**config.mk**
```make
export PLATFORM = sky130hd
export DESIGN_NAME = addr_wrap_counter_flat
export DESIGN_NICKNAME = d
export VERILOG_FILES = /design/src/rtl/addr_wrap_counter_pkg.sv /design/src/rtl/addr_wrap_counter_if.sv /design/src/rtl/addr_wrap_counter.sv /design/src/flat_wrapper.sv
export SDC_FILE = /design/constraint.sdc
export NUM_CORES = 1
export LEC_CHECK = 0
export BUFFER_PORTS_ARGS = -buffer_cell sky130_fd_sc_hd__buf_2
export CORE_AREA = 2 2 39 41
export CTS_CLUSTER_DIAMETER = 40
export DETAILED_ROUTE_END_ITERATION = 10
export DIE_AREA = 0 0 41 43
export PLACE_DENSITY_LB_ADDON = 0.3
export SLEW_MARGIN = 20
export SYNTH_ARGS = -nofsm -noshare
export SYNTH_HDL_FRONTEND = slang
export SYNTH_SLANG_ARGS = --single-unit
export TNS_END_PERCENT = 30
```
**constraint.sdc**
```tcl
create_clock -name clk_in -period 1.17 [get_ports clk_in]
set_input_delay 0.234 -clock clk_in [delete_from_list [all_inputs] [get_ports clk_in]]
set_output_delay 0.234 -clock clk_in [all_outputs]
set_load 0.01 [all_outputs]
```
**src/rtl/addr_wrap_counter_pkg.sv**
```systemverilog
// ---------------------------------------------------------------------------
// addr_wrap_counter_pkg
//   Shared definitions for the wrapping address counter and the pointer
//   blocks that reuse it.
//   Contents:
//     addr_width() - address width needed to hold 0..rollover-1
//     addr_params_ok() - parameter legality predicate, usable at elaboration
// ---------------------------------------------------------------------------
package addr_wrap_counter_pkg;

  // Width of an address that ranges over 0..rollover-1. A rollover of 1 or
  // less is illegal elsewhere, but the function still returns a usable
  // width of 1 so that elaboration reaches the legality checks instead of
  // failing on a zero-width vector first.
  function automatic int addr_width(input int rollover);
    if (rollover <= 2) begin
      return 1;
    end
    return $clog2(rollover);
  endfunction

  // True when the three counter parameters form a legal combination.
  function automatic bit addr_params_ok(input int rollover,
                                        input int rst_addr,
                                        input int incr_amt);
    return (rollover >= 2) &&
           (rst_addr >= 0) && (rst_addr < rollover) &&
           (incr_amt >= 1) && (incr_amt <= rollover);
  endfunction

endpackage : addr_wrap_counter_pkg

```
**src/rtl/addr_wrap_counter_if.sv**
```systemverilog
// ---------------------------------------------------------------------------
// addr_wrap_counter_if
//   Strobe/address bundle between a pointer user and addr_wrap_counter.
//   Parameter:
//     ROLLOVER - address modulus; sets the address width
//   Signals:
//     incr_in  - advance strobe, one step per rising edge it is sampled high
//     addr_out - current address, straight from the counter register
//   Strobe semantics: there is no ready. Every rising edge on which incr_in
//   is high (and reset is released) consumes exactly one step; the new
//   address appears on addr_out after that edge. Holding incr_in high for N
//   edges advances N steps.
//   Modports:
//     master - the pointer user: drives incr_in, observes addr_out
//     slave  - the counter:      observes incr_in, drives addr_out
// ---------------------------------------------------------------------------
interface addr_wrap_counter_if
  import addr_wrap_counter_pkg::*;
#(
  parameter int ROLLOVER = 64
) ();

  localparam int ADDR_W = addr_width(ROLLOVER);

  logic              incr_in;
  logic [ADDR_W-1:0] addr_out;

  modport master (
    output incr_in,
    input  addr_out
  );

  modport slave (
    input  incr_in,
    output addr_out
  );

endinterface : addr_wrap_counter_if

```
**src/rtl/addr_wrap_counter.sv**
```systemverilog
// ---------------------------------------------------------------------------
// addr_wrap_counter
//   Registered address generator for circular-buffer pointers. Holds an
//   address, advances it by INCR_AMT on each sampled strobe, and wraps
//   modulo ROLLOVER. Reset loads RST_ADDR.
//   Parameters:
//     ROLLOVER - modulus, legal addresses 0..ROLLOVER-1 (>= 2)
//     RST_ADDR - address loaded by reset (< ROLLOVER)
//     INCR_AMT - step per strobe (1..ROLLOVER)
//   Ports:
//     clk_in - single clock, rising edge
//     rst_in - synchronous active-low reset; wins over the strobe
//     bus    - slave side of addr_wrap_counter_if (incr_in in, addr_out out)
//   addr_out is driven straight from the register; nothing combinational
//   reaches it from the inputs.
// ---------------------------------------------------------------------------
module addr_wrap_counter
  import addr_wrap_counter_pkg::*;
#(
  parameter int ROLLOVER = 64,
  parameter int RST_ADDR = 0,
  parameter int INCR_AMT = 1
) (
  input  logic                clk_in,
  input  logic                rst_in,
  addr_wrap_counter_if.slave  bus
);

  localparam int ADDR_W = addr_width(ROLLOVER);
  // One spare bit so addr + step never overflows before the wrap compare.
  localparam int SUM_W  = ADDR_W + 1;

  localparam logic [ADDR_W-1:0] RST_VAL  = ADDR_W'(RST_ADDR);
  localparam logic [SUM_W-1:0]  INCR_EXT = SUM_W'(INCR_AMT);
  localparam logic [SUM_W-1:0]  ROLL_EXT = SUM_W'(ROLLOVER);

  // -------------------------------------------------------------------------
  // Elaboration-time legality checks
  // -------------------------------------------------------------------------
  if (ROLLOVER < 2) begin : g_bad_rollover
    $error("addr_wrap_counter: ROLLOVER=%0d must be >= 2", ROLLOVER);
  end
  if ((RST_ADDR < 0) || (RST_ADDR >= ROLLOVER)) begin : g_bad_rst_addr
    $error("addr_wrap_counter: RST_ADDR=%0d must be in 0..ROLLOVER-1", RST_ADDR);
  end
  if ((INCR_AMT < 1) || (INCR_AMT > ROLLOVER)) begin : g_bad_incr_amt
    $error("addr_wrap_counter: INCR_AMT=%0d must be in 1..ROLLOVER", INCR_AMT);
  end
  if (!addr_params_ok(ROLLOVER, RST_ADDR, INCR_AMT)) begin : g_bad_params
    $error("addr_wrap_counter: illegal parameter combination");
  end

  // -------------------------------------------------------------------------
  // Next-address datapath
  //   addr < ROLLOVER and INCR_AMT <= ROLLOVER, so sum < 2*ROLLOVER and a
  //   single conditional subtract is enough to bring it back into range.
  //   When INCR_AMT == ROLLOVER the subtract always fires and the address
  //   is left unchanged, which is the intended behaviour.
  // -------------------------------------------------------------------------
  logic [ADDR_W-1:0] addr_q;
  logic [ADDR_W-1:0] addr_d;
  logic [SUM_W-1:0]  sum;
  logic [SUM_W-1:0]  sum_wrapped;
  logic [SUM_W-1:0]  next_full;
  logic              wrap;

  always_comb begin
    sum         = {1'b0, addr_q} + INCR_EXT;
    sum_wrapped = sum - ROLL_EXT;
    wrap        = (sum >= ROLL_EXT);
    next_full   = wrap ? sum_wrapped : sum;
    addr_d      = next_full[ADDR_W-1:0];
  end

  // The wrapped result is always < ROLLOVER, so its top bit is zero by
  // construction; it is kept only for width symmetry.
  logic unused_next_msb;
  assign unused_next_msb = next_full[ADDR_W];

  // -------------------------------------------------------------------------
  // Address register: reset beats strobe, strobe beats hold.
  // -------------------------------------------------------------------------
  always_ff @(posedge clk_in) begin
    if (!rst_in) begin
      addr_q <= RST_VAL;
    end else if (bus.incr_in) begin
      addr_q <= addr_d;
    end
  end

  assign bus.addr_out = addr_q;

endmodule : addr_wrap_counter

```
**src/flat_wrapper.sv**
```systemverilog
// flat-port wrapper written by rule: the top's interface ports become plain ports
module addr_wrap_counter_flat import addr_wrap_counter_pkg::*;
#(
  parameter int ROLLOVER = 64,
  parameter int RST_ADDR = 0,
  parameter int INCR_AMT = 1
)
  (clk_in, rst_in, bus_incr_in, bus_addr_out);
  addr_wrap_counter_if #(.ROLLOVER(ROLLOVER)) bus_i ();
  input  logic clk_in;
  input  logic rst_in;
  input wire logic [$bits(bus_i.incr_in)-1:0] bus_incr_in;
  output wire logic [$bits(bus_i.addr_out)-1:0] bus_addr_out;
  assign bus_i.incr_in = bus_incr_in;
  assign bus_addr_out = bus_i.addr_out;
  addr_wrap_counter #(.ROLLOVER(ROLLOVER), .RST_ADDR(RST_ADDR), .INCR_AMT(INCR_AMT)) u_core (.clk_in(clk_in), .rst_in(rst_in), .bus(bus_i));
endmodule
```
==> results of run 1 <==
[critical path: stages, from the launching register on]
cell and delay (ps):
dfxtp_2 360, nand4_2 140, or3_1 370, a21boi_1 150
[how the worst min path moves through the flow]
stage,cells past startpoint,from,to,slack [ps]
after floorplan,1,rst_in,u_core.bus.addr_out[0],360
after global placement,2,u_core.bus.addr_out[5],u_core.bus.addr_out[5],480
after detailed placement,2,u_core.bus.addr_out[5],u_core.bus.addr_out[5],490
after CTS,2,rst_in,u_core.bus.addr_out[4],250
after global routing,2,rst_in,u_core.bus.addr_out[4],270
final,2,rst_in,u_core.bus.addr_out[4],260
[logic make-up (layout without fill, tap and decap cells)]
group / after synthesis / count (layout) / synth area share, %
DFF: 6 / 6 / 47.29
adders and majority gates: 1 / 1 / 4.925
xor gates and xnor gates: 4 / 4 / 13.80
buffers and inverters: 0 / 13 / 0
muxes: 1 / 1 / 3.941
and+or+nand+nor: 10 / 10 / 25.13
AOI/OAI and AO/OA: 2 / 2 / 4.925
[metal layers]
metal	track usage (%)	wire length, um
met2	7.813	181
met1	11.29	254
met4	4.000	0
met3	6.283	50
met5	0	0
[through the flow]
stage                     utilization (%)  setup slack (ps)  hold WS (ps)  std cells
final                               25.59             76.84         255.9         53
after global placement              23.78             62.33         475.1         50
after floorplan                         -             67.32         355.7         24
after global routing                25.59             7.881         274.0         53
after CTS                           25.50             20.48         251.9         53
after detailed placement            23.78             33.32         491.9         50
[final cells by class]
class,count,share of cell area [%]
Clock buffer,3,6.360
Multi-Input combinational cell,18,37.81
Sequential cell,6,34.63
Tap cell,16,5.654
Timing Repair Buffer,10,15.55
[cell usage in the layout, fill, tap and decap left out]
cell	Yosys	routed
buf_2	0	8
and2_1	4	4
dfxtp_1	6	4
xnor2_1	3	3
clkbuf_4	0	3
nand2_1	2	2
buf_4	0	2
dfxtp_2	0	2
mux2i_1	1	1
nor2b_1	1	1
xor2_1	1	1
nand4_1	1	1
nand4_2	1	1
o21ai_0	1	1
or3_1	1	1
a21boi_1	1	1
ha_1	1	1
[where the power goes]
| group | internal [mW] | switching, mW | leakage (nW) | total (mW) |
|---|---|---|---|---|
| Sequential | 0.214 | 0.00928 | 0.0494 | 0.223 |
| Combinational | 0.0216 | 0.0183 | 0.110 | 0.0399 |
| Clock | 0.116 | 0.0772 | 0.0138 | 0.193 |
| Total | 0.352 | 0.105 | 0.174 | 0.457 |
[repair_timing]
action / in CTS / in global routing
endpoints found under the setup margin: 1 / 1
resized for setup: 1 / 1
setup buffers: 0 / 0
==> out/metrics.cfg, run 1 <==
[status]
status = completed

[die]
die_h_um = 43
ios = 9
start_util_pct = 18.35
num_rows = 14
die_x_um = 41
core-area_sq_mm = 0.001384
design.die.area_sq_mm = 0.001763

[worst_setup_path]
reg2reg_from = u_core.bus.addr_out[0]
endpoint_kind = flop
worstPathMaxFanout = 4
r2r_setup_slack_ps = 80
cp.required_ps = 1340
start_kind = flop
cp-startpoint = u_core.bus.addr_out[0]
r2r_end = u_core.bus.addr_out[5]
crit_end = u_core.bus.addr_out[5]
rr_worst_depth = 3
arrival_ps = 1260
critical_path_class = reg -> reg

[routing]
drtAntennaViolNets = 0
totalWireLength_um = 486
wl_per_cell_um = 9.170
drc = 0
vias_per_cell = 3.792
drtPass1Iterations = 2
num_vias = 201
drt-initial-drc-count = 1

[placed_design]
port_buffers = 8
place_area_sq_um = 329.1
gp_congestion = 0.6313

[synthesis]
ys_ff_latch = 6
synth-edff-count = 0
postSynthAreaPerCell_sq_um = 10.58
syn_area_sq_um = 254.0
synth_most_common_cell = dfxtp_1
seq_area_frac_synth_pct = 47.29
yosys_warnings = 0
netlist_instances = 24
synthTopCellsByArea = dfxtp_1, xnor2_1, and2_1
synth_cell_types = 13
synth.net_count = 28
synth_largest_area_cell = dfxtp_1
synth_top_cells_by_count = dfxtp_1, and2_1, xnor2_1
async_flop_share_pct = 0
synthDominantCellAreaShare_pct = 47.29
yosys_most_used_dff = dfxtp_1

[cts]
cts_buffer_depth = 2
tritoncts = built
clkTransAtPathRegs_ps = 50
clock_latency_ps = 250
htree_levels = 1
numCtsBuffers = 3
hold_buffers = 0
cts.sinks = 6
cts_root_buffer = clkbuf_4

[power_and_ir_drop]
totalPowerFinal_mw = 0.4567
powerDensity_mw_per_mm2 = 1290
p_leak_nw = 0.1735
ir_drop_mv = 0.5940

[finish]
largest_register_ffs = 6
drive_above_1_share_pct = 43.24
syn_to_final_growth_pct = 39.41
fillCellCount = 151
num_antenna_cells = 0
regArea_sq_um = 122.6
final_area_sq_um = 354.1
multi_input_area_sq_um = 133.9
nets = 43

[sta]
hold_violations = 0
rsz0062_at_grt = no
final-setup-viol-count = 0
period_minus_slack_ps = 1093
relSlewSlack_pct = 89.74
fin_skew_ps = 7.882
fmax_ghz = 0.9148
fin_crit_sh_pct = 93.43
tightest_slew_ps = 153.7
fin_tns_setup_ps = 0
slew_viol_final = 0

[global_routing]
grt_pass1_vias = 193
grt_antenna_before_repair = 0
track_usage_pct = 7.839
grt_pass1_wl_um = 869
overflow = 0
grt_max_degree = 7

[run]
drv_cap = 0

[worst_hold_path]
hold_class = in -> reg

No activity file was read; power rests on OpenSTA's default activity.
==> run 2, diff against run 1 <==
RECOVER_POWER = 100   (was default)
==> run 2 against run 1 <==
Final cell count is the same. Critical endpoint unchanged. Largest cell class unchanged. Largest power group unchanged. Clock power hardly changed. Global-route usage unchanged.
==> out/metrics.cfg, run 2 (synthesis results as in run 1) <==
[finish]
final_cell_mix = buf_2, clkbuf_1, dfxtp_1
largest_register_ffs = 6  ; unchanged
syn_to_final_growth_pct = 37.44
drive_above_1_share_pct = 32.43  ; -11 points
num_antenna_cells = 0  ; unchanged
finalNonFillerCells = 53  ; unchanged
nets = 43  ; unchanged

[sta]
fin_tns_setup_ps = 0  ; unchanged
slew_viol_final = 0  ; unchanged
tightest_slew_ps = 157.6  ; +3.912 ps
hold_slack_ps = 256.9  ; +0.9880 ps
rsz0062_at_grt = no
fin_skew_ps = 8.123  ; +0.2411 ps
fin_crit_sh_pct = 93.57  ; +0.14 points
hold_violations = 0  ; unchanged
final-setup-viol-count = 0  ; unchanged
relSlewSlack_pct = 89.48  ; -0.26 points
fin_ws_ps = 75.22  ; -1.613 ps
period_minus_slack_ps = 1095  ; +1.613 ps
fmax_ghz = 0.9134  ; -0.15%

[routing]
drt-initial-drc-count = 1  ; unchanged
drtPass1Iterations = 2  ; unchanged
drc = 0  ; unchanged
num_vias = 202  ; +0.50%
wl_per_cell_um = 9.170  ; unchanged
vias_per_cell = 3.811  ; +0.50%
drtAntennaViolNets = 0  ; unchanged
totalWireLength_um = 486  ; unchanged

[worst_setup_path]
critPathMaxStageDelay_ps = 370  ; about the same
critPathSlowestCell = or3_1
crit_chain = nand4_2, or3_1, a21boi_1
start_kind = flop
endpoint_kind = flop
worstPathMaxFanout = 4  ; unchanged
cp.required_ps = 1340  ; about the same
arrival_ps = 1260  ; about the same
critical_path_class = reg -> reg

[power_and_ir_drop]
pwr-share-seq_pct = 49.0  ; about the same
clkPwrFrac_pct = 42.4  ; about the same
ir_drop_mv = 0.5944  ; about the same
powerDensity_mw_per_mm2 = 1305  ; +1.2%
switching_share_pct = 22.99  ; +0.034 points
switching_power_mw = 0.1047  ; about the same
p_int_mw = 0.3509  ; -0.29%
combinationalPowerShare_pct = 8.5  ; -0.2 points
p_leak_nw = 0.1557  ; -10%

[placed_design]
gp_congestion = 0.6313  ; unchanged
place_ws_ps = 33.32  ; unchanged
port_buffers = 8  ; unchanged
dp_cells = 50  ; unchanged

[die]
design.die.area_sq_mm = 0.001763  ; unchanged
core-area_sq_mm = 0.001384  ; unchanged
die_x_um = 41  ; unchanged
start_util_pct = 18.35  ; unchanged
num_rows = 14  ; unchanged
die_h_um = 43  ; unchanged
ios = 9  ; unchanged

[worst_hold_path]
hold_class = in -> reg

[global_routing]
grt_antenna_before_repair = 0  ; unchanged
grt_max_degree = 7  ; unchanged
grt_pass1_vias = 193  ; unchanged
track_usage_pct = 7.839  ; unchanged
grt_pass1_wl_um = 869  ; unchanged
overflow = 0  ; unchanged

[cts]
cts.sinks = 6  ; unchanged
tritoncts = built
clkTransAtPathRegs_ps = 50  ; about the same
cts_buffer_depth = 2  ; unchanged
htree_levels = 1  ; unchanged
clock_latency_ps = 250  ; about the same
numCtsBuffers = 3  ; unchanged
postCtsSetupBuffers = 0  ; unchanged
cts_root_buffer = clkbuf_4

[run]
drv_cap = 0  ; unchanged

[status]
status = completed

run 2: cell types whose count changed in the layout (fill, tap and decap cells not counted), sizes merged:
cell | previous run | this run
buf | 10 | 6
clkbuf | 3 | 7
run 2: layer usage:
metal | global-route usage [%] | part of all wire [%] | vias up
li1 | - | - | 109
met1 | 11.29 | 51 | 82
met2 | 7.813 | 38 | 11
met3 | 6.283 | 11 | 0
met4 | 4.000 | 0 | 0
met5 | 0 | 0 | -
run 2: worst max-delay path: cells and delay by family, from the launching register on:
family	cells	cell delay [ps]
simple gates	2	510
flops	1	360
compound gates	1	150
run 2: repair_timing:
action / CTS / global route
endpoints found under the setup margin: 1 / 1
hold buffers: 0 / 0
gates resized for setup: 1 / 1
hold endpoints to repair: 0 / 0
run 2: cell type report:
| cell class | count | area (sq um) |
|---|---|---|
| Multi-Input combinational cell | 18 | 133.9 |
| Tap cell | 16 | 20.02 |
| Timing Repair Buffer | 10 | 50.05 |
| Clock buffer | 3 | 22.52 |
| Fill cell | 154 | 1035 |
| Sequential cell | 6 | 122.6 |
run 2: through the flow:
| stage | utilization (%) | cell area [sq um] | power [mW] |
|---|---|---|---|
| after global placement | 23.78 | 329.1 | 0.2653 |
| final | 25.23 | 349.1 | 0.4556 |
| after CTS | 25.50 | 352.8 | 0.4659 |
| after floorplan | - | 254.0 | 0.2441 |
| after global routing | 25.23 | 349.1 | 0.4859 |
| after detailed placement | 23.78 | 329.1 | 0.2662 |
run 2: worst paths after layout:
path                               start                endpoint  slack [ps]  depth (start not counted)
hold reg to reg   u_core.bus.addr_out[5]  u_core.bus.addr_out[5]         500                          2
setup / recovery  u_core.bus.addr_out[0]  u_core.bus.addr_out[5]          80                          3
hold / removal                    rst_in  u_core.bus.addr_out[4]         260                          2
setup reg to reg  u_core.bus.addr_out[0]  u_core.bus.addr_out[5]          80                          3
run 2: power by group through the flow:
stage / clock network (mW) / logic, mW / registers (mW)
after floorplan: 0 / 0.0158 / 0.228
after global placement: 0 / 0.0398 / 0.225
after detailed placement: 0 / 0.0405 / 0.226
after CTS: 0.202 / 0.0407 / 0.223
after global routing: 0.216 / 0.0458 / 0.224
final: 0.193 / 0.0389 / 0.223
==> run 3, diff against run 2 <==
CORE_AREA = 3 3 40 42   (was 2 2 39 41)
DIE_AREA = 0 0 43 45   (was 0 0 41 43)
==> run 3 against run 2 <==
Worst setup slack got worse by 1.5 ps. Non-clock buffer count fell by 1. Largest cell class unchanged. Global-route usage fell by 1.4 points. Power is 3.0% lower. Final cell count is 3.8% lower. Clock skew fell by 4.7 ps. Sequential share of layout area up 0.67 points. Critical endpoint unchanged. Die area increased by 9.8%. Combinational power is 5.7% lower. Largest power group unchanged. Fmax fell by 0.13%.
==> out/metrics.cfg, run 3 (synthesis results as in run 1) <==
[status]
status = completed

[sta]
fin_crit_sh_pct = 93.70  ; +0.13 points
relSlewSlack_pct = 91.42  ; +1.9 points
tightest_slew_ps = 125.1  ; -32.49 ps
fin_skew_ps = 3.389  ; -4.734 ps
period_minus_slack_ps = 1096  ; +1.471 ps
rsz0062_at_grt = no
fin_tns_setup_ps = 0  ; unchanged
fmax_ghz = 0.9122  ; -0.13%
final-setup-viol-count = 0  ; unchanged
hold_slack_ps = 266.8  ; +9.983 ps
slew_viol_final = 0  ; unchanged
fin_ws_ps = 73.75  ; -1.471 ps
hold_violations = 0  ; unchanged

[cts]
clock_latency_ps = 240  ; about the same
numCtsBuffers = 3  ; unchanged
postCtsSetupBuffers = 0  ; unchanged
hold_buffers = 0  ; unchanged
tritoncts = built
clkTransAtPathRegs_ps = 40  ; about the same
cts_root_buffer = clkbuf_4
cts.sinks = 6  ; unchanged
htree_levels = 1  ; unchanged
cts_buffer_depth = 2  ; unchanged

[power_and_ir_drop]
powerDensity_mw_per_mm2 = 1303  ; -0.13%
ir_drop_mv = 0.4674  ; -21%
totalPowerFinal_mw = 0.4420  ; -3.0%
p_leak_nw = 0.1505  ; -3.4%

[finish]
nets = 42  ; -2.3%
largest_register_ffs = 6  ; unchanged
syn_to_final_growth_pct = 33.50
fillCellCount = 155  ; +0.65%
final_cell_mix = dfxtp_1, buf_2, clkbuf_1
final_area_sq_um = 339.1  ; -2.9%
final_util_pct = 26.39  ; +1.2 points
num_antenna_cells = 0  ; unchanged
final_common_cell = dfxtp_1
finalNonFillerCells = 51  ; -3.8%
drive_above_1_share_pct = 27.78  ; -4.7 points

[placed_design]
gp_congestion = 0.6786  ; +7.5%
hpwl_um = 402.7
port_buffers = 8  ; unchanged
dp_cells = 48  ; -4.0%
place_area_sq_um = 320.3  ; -2.7%
place_ws_ps = 35.48  ; +2.165 ps

[global_routing]
grt_pass1_wl_um = 834  ; -4.0%
track_usage_pct = 6.427  ; -1.4 points
grt_antenna_before_repair = 0  ; unchanged
grt_pass1_vias = 213  ; +10%
grt_max_degree = 7  ; unchanged
overflow = 0  ; unchanged

[worst_hold_path]
hold_class = in -> reg

[routing]
wl_per_cell_um = 9.863  ; +7.6%
vias_per_cell = 4.216  ; +11%
drt-initial-drc-count = 0  ; -1
drtAntennaViolNets = 0  ; unchanged
num_vias = 215  ; +6.4%
drtPass1Iterations = 1  ; -1
drc = 0  ; unchanged
totalWireLength_um = 503  ; +3.5%

[worst_setup_path]
path_delay_family = simple AND/OR/NAND/NOR gates
endpoint_kind = flop
critPathMaxStageDelay_ps = 370  ; about the same
cp.required_ps = 1340  ; about the same
crit_chain = nand4_2, or3_1, a21boi_1
worstPathMaxFanout = 4  ; unchanged
arrival_ps = 1270  ; about the same
start_kind = flop
critical_path_class = reg -> reg
critPathSlowestCell = dfxtp_1
crit_buf_inv = 0  ; unchanged
r2r_setup_slack_ps = 70  ; about the same

[die]
core-area_sq_mm = 0.001285  ; -7.1%
die_x_um = 43  ; +4.9%
die_h_um = 45  ; +4.7%
start_util_pct = 19.77  ; +1.4 points
ios = 9  ; unchanged
num_rows = 13  ; -1
design.die.area_sq_mm = 0.001935  ; +9.8%

[run]
drv_cap = 0  ; unchanged

-- run 3: cell type report --
cell class | count | area, sq um | area share [%]
multi-input combinational | 18 | 133.9 | 39.48
timing repair buffer | 9 | 42.54 | 12.55
tap | 15 | 18.77 | 5.535
clock buffer | 3 | 22.52 | 6.642
sequential | 6 | 121.4 | 35.79
-- run 3: worst reg2reg max path, stage by stage, from the launching register on --
cell	delay, ps
dfxtp_1	370
nand4_2	150
or3_1	360
a21boi_1	140
-- run 3: power breakdown --
| group | switching [mW] | internal, mW | leakage, nW |
|---|---|---|---|
| registers | 0.00873 | 0.214 | 0.0490 |
| clock network | 0.0672 | 0.116 | 0.0138 |
| logic | 0.0182 | 0.0185 | 0.0877 |
-- run 3: timing repair --
item	4_1_cts	5_1_grt
hold endpoints to repair	0	0
resized for setup	0	1
setup endpoints to repair	0	2
-- run 3: worst paths after layout --
| check | startpoint | endpoint | cells after the start |
|---|---|---|---|
| worst max-delay path | u_core.bus.addr_out[1] | u_core.bus.addr_out[5] | 3 |
| worst min-delay path | rst_in | u_core.bus.addr_out[3] | 2 |
| worst max register to register | u_core.bus.addr_out[1] | u_core.bus.addr_out[5] | 3 |
| worst min register to register | u_core.bus.addr_out[5] | u_core.bus.addr_out[5] | 2 |
-- run 3: per-layer routing --
layer	vias to the layer above	share of wire, %	track usage, %
met5	-	0	0
met4	0	0	1.807
met3	0	11	7.570
met2	6	53	10.18
met1	103	36	5.097
li1	106	-	-
